<file path="config.mk">
export PLATFORM = sky130hd
export DESIGN_NAME = lut_addsub_pipe
export DESIGN_NICKNAME = d
export VERILOG_FILES = /design/src/rtl/lut_addsub_pipe.sv
export SDC_FILE = /design/constraint.sdc
export NUM_CORES = 1
export LEC_CHECK = 0
export CORE_ASPECT_RATIO = 2
export CORE_MARGIN = 1.5
export CORE_UTILIZATION = 30
export CTS_CLUSTER_DIAMETER = 30
export DETAILED_ROUTE_END_ITERATION = 16
export PLACE_DENSITY_LB_ADDON = 0.05
export REMOVE_ABC_BUFFERS = 1
export SLEW_MARGIN = 20
export SYNTH_ARGS = -nofsm -noshare
export SYNTH_HDL_FRONTEND = slang
export SYNTH_SLANG_ARGS = --single-unit
</file>
<file path="constraint.sdc">
create_clock -name clock -period 6.05 [get_ports clock]
set_clock_uncertainty 0.1 [all_clocks]
set_input_delay 1.21 -clock clock [delete_from_list [all_inputs] [get_ports clock]]
set_output_delay 1.21 -clock clock [all_outputs]
set_load 0.03 [all_outputs]
</file>
<file path="src/rtl/lut_addsub_pipe.sv">
// ---------------------------------------------------------------------------
// lut_addsub_pipe
//   Pipelined two's-complement add/subtract unit with valid/ready flow control
//   on both sides. The operation (a+b or a-b) is chosen per transaction. The
//   unit also reports signed overflow of the exact result.
//
//   The sum is formed once, on acceptance, at WIDTH+1 bits. The result then
//   travels through LAT holding stages. The last stage drives y, ovf and
//   out_valid directly from flops.
//
//   Each stage has its own load enable. A stage can load when it is empty or
//   when the stage after it is moving on. The chain is resolved from out_ready
//   backwards, so a stalled output still lets empty upstream stages fill
//   (bubbles collapse).
//
// Parameters
//   WIDTH  operand/result width in bits (>= 2), signed
//   LAT    number of pipeline stages from acceptance to output (>= 1)
//
// Ports
//   clock      in   rising-edge clock
//   reset      in   synchronous active-low reset
//   in_valid   in   operand transaction offered
//   in_ready   out  unit accepts this cycle (combinational from out_ready)
//   op         in   0 = a+b, 1 = a-b
//   a, b       in   signed operands
//   out_valid  out  y/ovf hold a result
//   out_ready  in   consumer takes the result this cycle
//   y          out  result (wrapped, or clamped when saturation is built in)
//   ovf        out  exact result does not fit WIDTH signed bits
//
// Build option
//   LUT_ADDSUB_SAT_EN  when defined, an overflowing result clamps to the most
//                      positive or most negative value. When undefined, y
//                      wraps modulo 2^WIDTH. ovf is reported in both builds.
// ---------------------------------------------------------------------------
module lut_addsub_pipe #(
  parameter int WIDTH = 8,
  parameter int LAT   = 2
) (
  input  logic             clock,
  input  logic             reset,
  input  logic             in_valid,
  output logic             in_ready,
  input  logic             op,
  input  logic [WIDTH-1:0] a,
  input  logic [WIDTH-1:0] b,
  output logic             out_valid,
  input  logic             out_ready,
  output logic [WIDTH-1:0] y,
  output logic             ovf
);

`ifdef LUT_ADDSUB_SAT_EN
  localparam logic [WIDTH-1:0] SAT_MAX = {1'b0, {(WIDTH-1){1'b1}}};
  localparam logic [WIDTH-1:0] SAT_MIN = {1'b1, {(WIDTH-1){1'b0}}};
`endif

  // Exact sum/difference at WIDTH+1 bits. Negating the most negative b
  // cannot overflow at this width.
  function automatic logic [WIDTH:0] addsub_exact(
    input logic             sub,
    input logic [WIDTH-1:0] x,
    input logic [WIDTH-1:0] z
  );
    logic [WIDTH:0] xe;
    logic [WIDTH:0] ze;
    xe = {x[WIDTH-1], x};
    ze = {z[WIDTH-1], z};
    if (sub) begin
      addsub_exact = xe - ze;
    end else begin
      addsub_exact = xe + ze;
    end
  endfunction

  // Pipeline stage state
  logic [LAT-1:0]            vld_q;
  logic [LAT-1:0]            vld_d;
  logic [LAT-1:0][WIDTH-1:0] res_q;
  logic [LAT-1:0][WIDTH-1:0] res_d;
  logic [LAT-1:0]            ovf_q;
  logic [LAT-1:0]            ovf_d;

  // Per-stage load enables and the arithmetic on the input side
  logic [LAT-1:0] en_s;
  logic           chain_s;
  logic           accept_s;
  logic [WIDTH:0] exact_s;
  logic [WIDTH-1:0] res_s;
  logic           ovf_s;

  // Load-enable chain, resolved from the output back to stage 0
  always_comb begin
    en_s    = {LAT{1'b0}};
    chain_s = out_ready;
    for (int i = LAT - 1; i >= 0; i--) begin
      // Stage i may load when it is empty or its content moves downstream
      chain_s = !vld_q[i] || chain_s;
      en_s[i] = chain_s;
    end
  end

  // Input handshake; held off entirely while reset is asserted
  always_comb begin
    in_ready = reset && en_s[0];
    accept_s = in_valid && in_ready;
  end

  // Result and overflow of the operands currently on the input
  always_comb begin
    exact_s = addsub_exact(op, a, b);
    // The sign of the exact value disagrees with the truncated sign on overflow
    ovf_s   = exact_s[WIDTH] ^ exact_s[WIDTH-1];
`ifdef LUT_ADDSUB_SAT_EN
    if (ovf_s) begin
      if (exact_s[WIDTH]) begin
        res_s = SAT_MIN;
      end else begin
        res_s = SAT_MAX;
      end
    end else begin
      res_s = exact_s[WIDTH-1:0];
    end
`else
    res_s = exact_s[WIDTH-1:0];
`endif
  end

  // Next-state for all stages
  always_comb begin
    vld_d = vld_q;
    res_d = res_q;
    ovf_d = ovf_q;
    if (en_s[0]) begin
      vld_d[0] = accept_s;
      // Payload only changes on a real transfer, so idle stages keep old data
      if (accept_s) begin
        res_d[0] = res_s;
        ovf_d[0] = ovf_s;
      end else begin
        res_d[0] = res_q[0];
        ovf_d[0] = ovf_q[0];
      end
    end else begin
      vld_d[0] = vld_q[0];
    end
    for (int i = 1; i < LAT; i++) begin
      if (en_s[i]) begin
        vld_d[i] = vld_q[i-1];
        if (vld_q[i-1]) begin
          res_d[i] = res_q[i-1];
          ovf_d[i] = ovf_q[i-1];
        end else begin
          res_d[i] = res_q[i];
          ovf_d[i] = ovf_q[i];
        end
      end else begin
        vld_d[i] = vld_q[i];
      end
    end
  end

  // Stage registers; reset drops every in-flight transaction and clears y/ovf
  always_ff @(posedge clock) begin
    if (!reset) begin
      vld_q <= {LAT{1'b0}};
      res_q <= '0;
      ovf_q <= {LAT{1'b0}};
    end else begin
      vld_q <= vld_d;
      res_q <= res_d;
      ovf_q <= ovf_d;
    end
  end

  // The last stage is the output register
  always_comb begin
    out_valid = vld_q[LAT-1];
    y         = res_q[LAT-1];
    ovf       = ovf_q[LAT-1];
  end

endmodule

</file>
==> reports/qor.csv <==
stage,metric,value,unit
placed_design,Detailed Place HPWL,1.96,mm
synthesis,Synth top area share,0.306,
synthesis,synth warn,0,
die,DIE AREA,0.00479,mm^2
cts,CTS Buffer Depth,2,
cts,CTS root buf,clkbuf_8,
finish,number of diodes,0,
critical_path,CP Cell Sequence,clkdlybuf4s50_1 > and2_1 > clkdlybuf4s50_1,
finish,most frequent cells in the layout,"31 x clkdlybuf4s50_1, 20 x dfxtp_1, 11 x nor2b_1, 11 x o21ai_0",
cts,clk sink count,20,
run_status,status,completed,
timing,total negative slack,0,ps
cts,CTS Buf Count,3,
routing,DRT iter0 DRCs,5,
cts,htree depth,1,
critical_path,Crit Path Max Fanout,22,
timing,Final Cycle Share,0.707,
finish,Nets,201,
power_and_ir_drop,pwr/cell area,223,mW/mm^2
synthesis,ys flop type,dfxtp_1,
critical_path,CP max stage delay,870,ps
power_and_ir_drop,Clk pwr share,0.265,
synthesis,mux cell area share after synthesis,0.0765,
critical_path,Crit Path Class,in -> out,
routing,post-route ant nets,0,
finish,area grow syn2layout,26.7,%
routing,Routed wire per std cell,10.6,um
synthesis,Post-Syn Instances,147,
routing,Post-route DRC,0,
routing,final WL,2.35,mm
synthesis,synthesized-area fraction occupied by xor and xnor cells,0.0975,
critical_path,Crit path arrival time,2970,ps
cts,Clock Latency Late Sink,250,ps
synthesis,area share of fa/ha/maj cells after synthesis,0.101,
synthesis,Compound-Gate Fraction of Synth Area,0.145,
global_route,largest net degree at the start of global routing,23,
hold_path,Worst Hold Class,reg -> reg,
power_and_ir_drop,Peak VDD IR,0.0000952,V
synthesis,post-synth cell types,35,
placed_design,routability cong.,0.726,
placed_design,Setup WS pre-CTS,1750,ps
global_route,total congestion overflow,0,
power_and_ir_drop,LEAKAGE,0.681,nW
synthesis,"top cells by area, synth","dfxtp_1 31%, ha_1 8.6%, mux2i_1 7.6%",
timing,final slew viol count,0,
finish,layout cells sized above 1,0.0592,
critical_path,slowest CP cell,clkdlybuf4s50_1,
synthesis,synthesis-stage register bit count,20,
power_and_ir_drop,Pint,265,uW
timing,max_slew headroom,0.583,
die,num rows,33,
synthesis,Synth async-reset ratio,0,
synthesis,synthesized area,0.00131,mm^2
finish,"commonest non-fill, non-tap cell in the layout",clkdlybuf4s50_1,
run,max-cap viol count,0,
critical_path,CP dominant cell by count,clkdlybuf4s50_1,
timing,Fmax achieved,0.234,GHz
die,Initial Utilization,0.317,
timing,"Setup violations, final",0,
synthesis,sequential share of the synthesized area,0.306,
die,chip height,96.4,um
cts,clock slew at reported path FFs,70,ps
timing,"Hold Violations, Final",0,
die,Core Region,0.00413,mm^2
timing,Worst Tran Pin Value,623,ps
global_route,number of global-route vias before repair,972,
synthesis,syn avg cell area,8.90,um^2
timing,RSZ-0062 raised after global routing,no,
timing,PnR worst setup slack,1770,ps
routing,vias after detailed routing,1033,
timing,crit path time final,4280,ps
cts,hold_buf cts,0,
synthesis,dominant cell type by area after synthesis,dfxtp_1,
die,Die W,49.7,um
die,io pins,32,
power_and_ir_drop,switching pwr,104,uW
power_and_ir_drop,switch share,0.283,
routing,vias per cell,4.67,
synthesis,number of synthesized flops with an enable pin,0,
critical_path,Crit. End Element,primary output,
cts,CTS tree,built,
placed_design,# port buffers,31,
timing,Min Hold Slack,375,ps
power_and_ir_drop,Reg power frac,0.409,
power_and_ir_drop,Comb pwr share,0.326,
critical_path,WP data required,4740,ps
synthesis,largest family of logic cells by synthesized area,simple AND/OR/NAND/NOR gates,
synthesis,Synth Area in Simple Gates,0.188,
finish,fillers,445,
global_route,first-pass GRT wire length,3.87,mm
cts,"Setup Fix Bufs, Post-CTS",0,
global_route,All-Layer GR Usage,0.102,
cts,Post-CTS Resized,0,
global_route,initial antenna violation count,0,
routing,Pre-Repair DR Iteration Count,2,
critical_path,crit start category,input port,
## cell usage after synthesis (3+ instances only)
master and n:
xnor2_1 10, and2_1 3, clkbuf_1 3, mux2i_1 10, nor2_1 6, inv_1 8
dfxtp_1 20, buf_4 8, nand3_1 10, nor2b_1 11, o21ai_0 11, ha_1 9
nand2_1 4, a21oi_1 9
## path summary, 6_finish.rpt
kind / from / to / slack, ps / cells after the start
worst min-delay path: res_q[5]$_SDFFE_PN0P_ / res_q[5]$_SDFFE_PN0P_ / 380 / 2
worst min register to register: res_q[5]$_SDFFE_PN0P_ / res_q[5]$_SDFFE_PN0P_ / 380 / 2
worst max-delay path: reset / in_ready / 1770 / 3
worst max register to register: vld_q[1]$_SDFFE_PN0P_ / res_q[2]$_SDFFE_PN0P_ / 4380 / 6
## stage by stage
stage | util | area (um^2) | power [mW] | std cells
finish | 0.402 | 1660 | 0.369 | 221
global route | 0.402 | 1660 | 0.394 | 221
CTS | 0.402 | 1660 | 0.376 | 221
detailed placement | 0.388 | 1600 | 0.276 | 217
global placement | 0.388 | 1600 | 0.274 | 217
floorplan | - | 1230 | 0.237 | 134
## critical path: cells and delay by family
family | cells | cell delay (ps)
AND/OR/NAND/NOR | 1 | 220
buffers and inverters | 2 | 1530
## metal layers
metal  part of all wire  GRT usage
met1               0.40     0.0938
met2               0.55      0.211
met3              0.043     0.0169
met4              0.012     0.0417
met5                  0          0
## final cells by class
cell class,instances,area [um^2],share of cell area
Multi-Input combinational cell,106,797,0.481
Timing Repair Buffer,31,310,0.187
Clock buffer,4,55.1,0.0332
Tap cell,52,65.1,0.0392
Inverter,8,30.0,0.0181
Sequential cell,20,400,0.242
## power groups by stage
stage          Combinational (mW)  Clock, mW  Sequential [mW]
2_1_floorplan              0.0779          0            0.159
3_3_place_gp                0.120          0            0.154
3_5_place_dp                0.122          0            0.154
4_1_cts                     0.122      0.103            0.151
5_1_grt                     0.134      0.108            0.152
6_report                    0.121     0.0979            0.151
## state kept, by name, summed over array words and instances, names as in the netlist
register  cells
res_q         8
y             8
ovf_q         2
vld_q         2
## kinds of logic (layout without fill, tap and decap cells)
group / after synthesis / count (layout)
DFF: 20 / 20
and+or+nand+nor: 43 / 43
muxes: 10 / 10
AOI/OAI and AO/OA: 30 / 30
adders and majority gates: 10 / 10
xor gates and xnor gates: 13 / 13
buffers and inverters: 21 / 43
No activity file was read; power rests on OpenSTA's default activity.
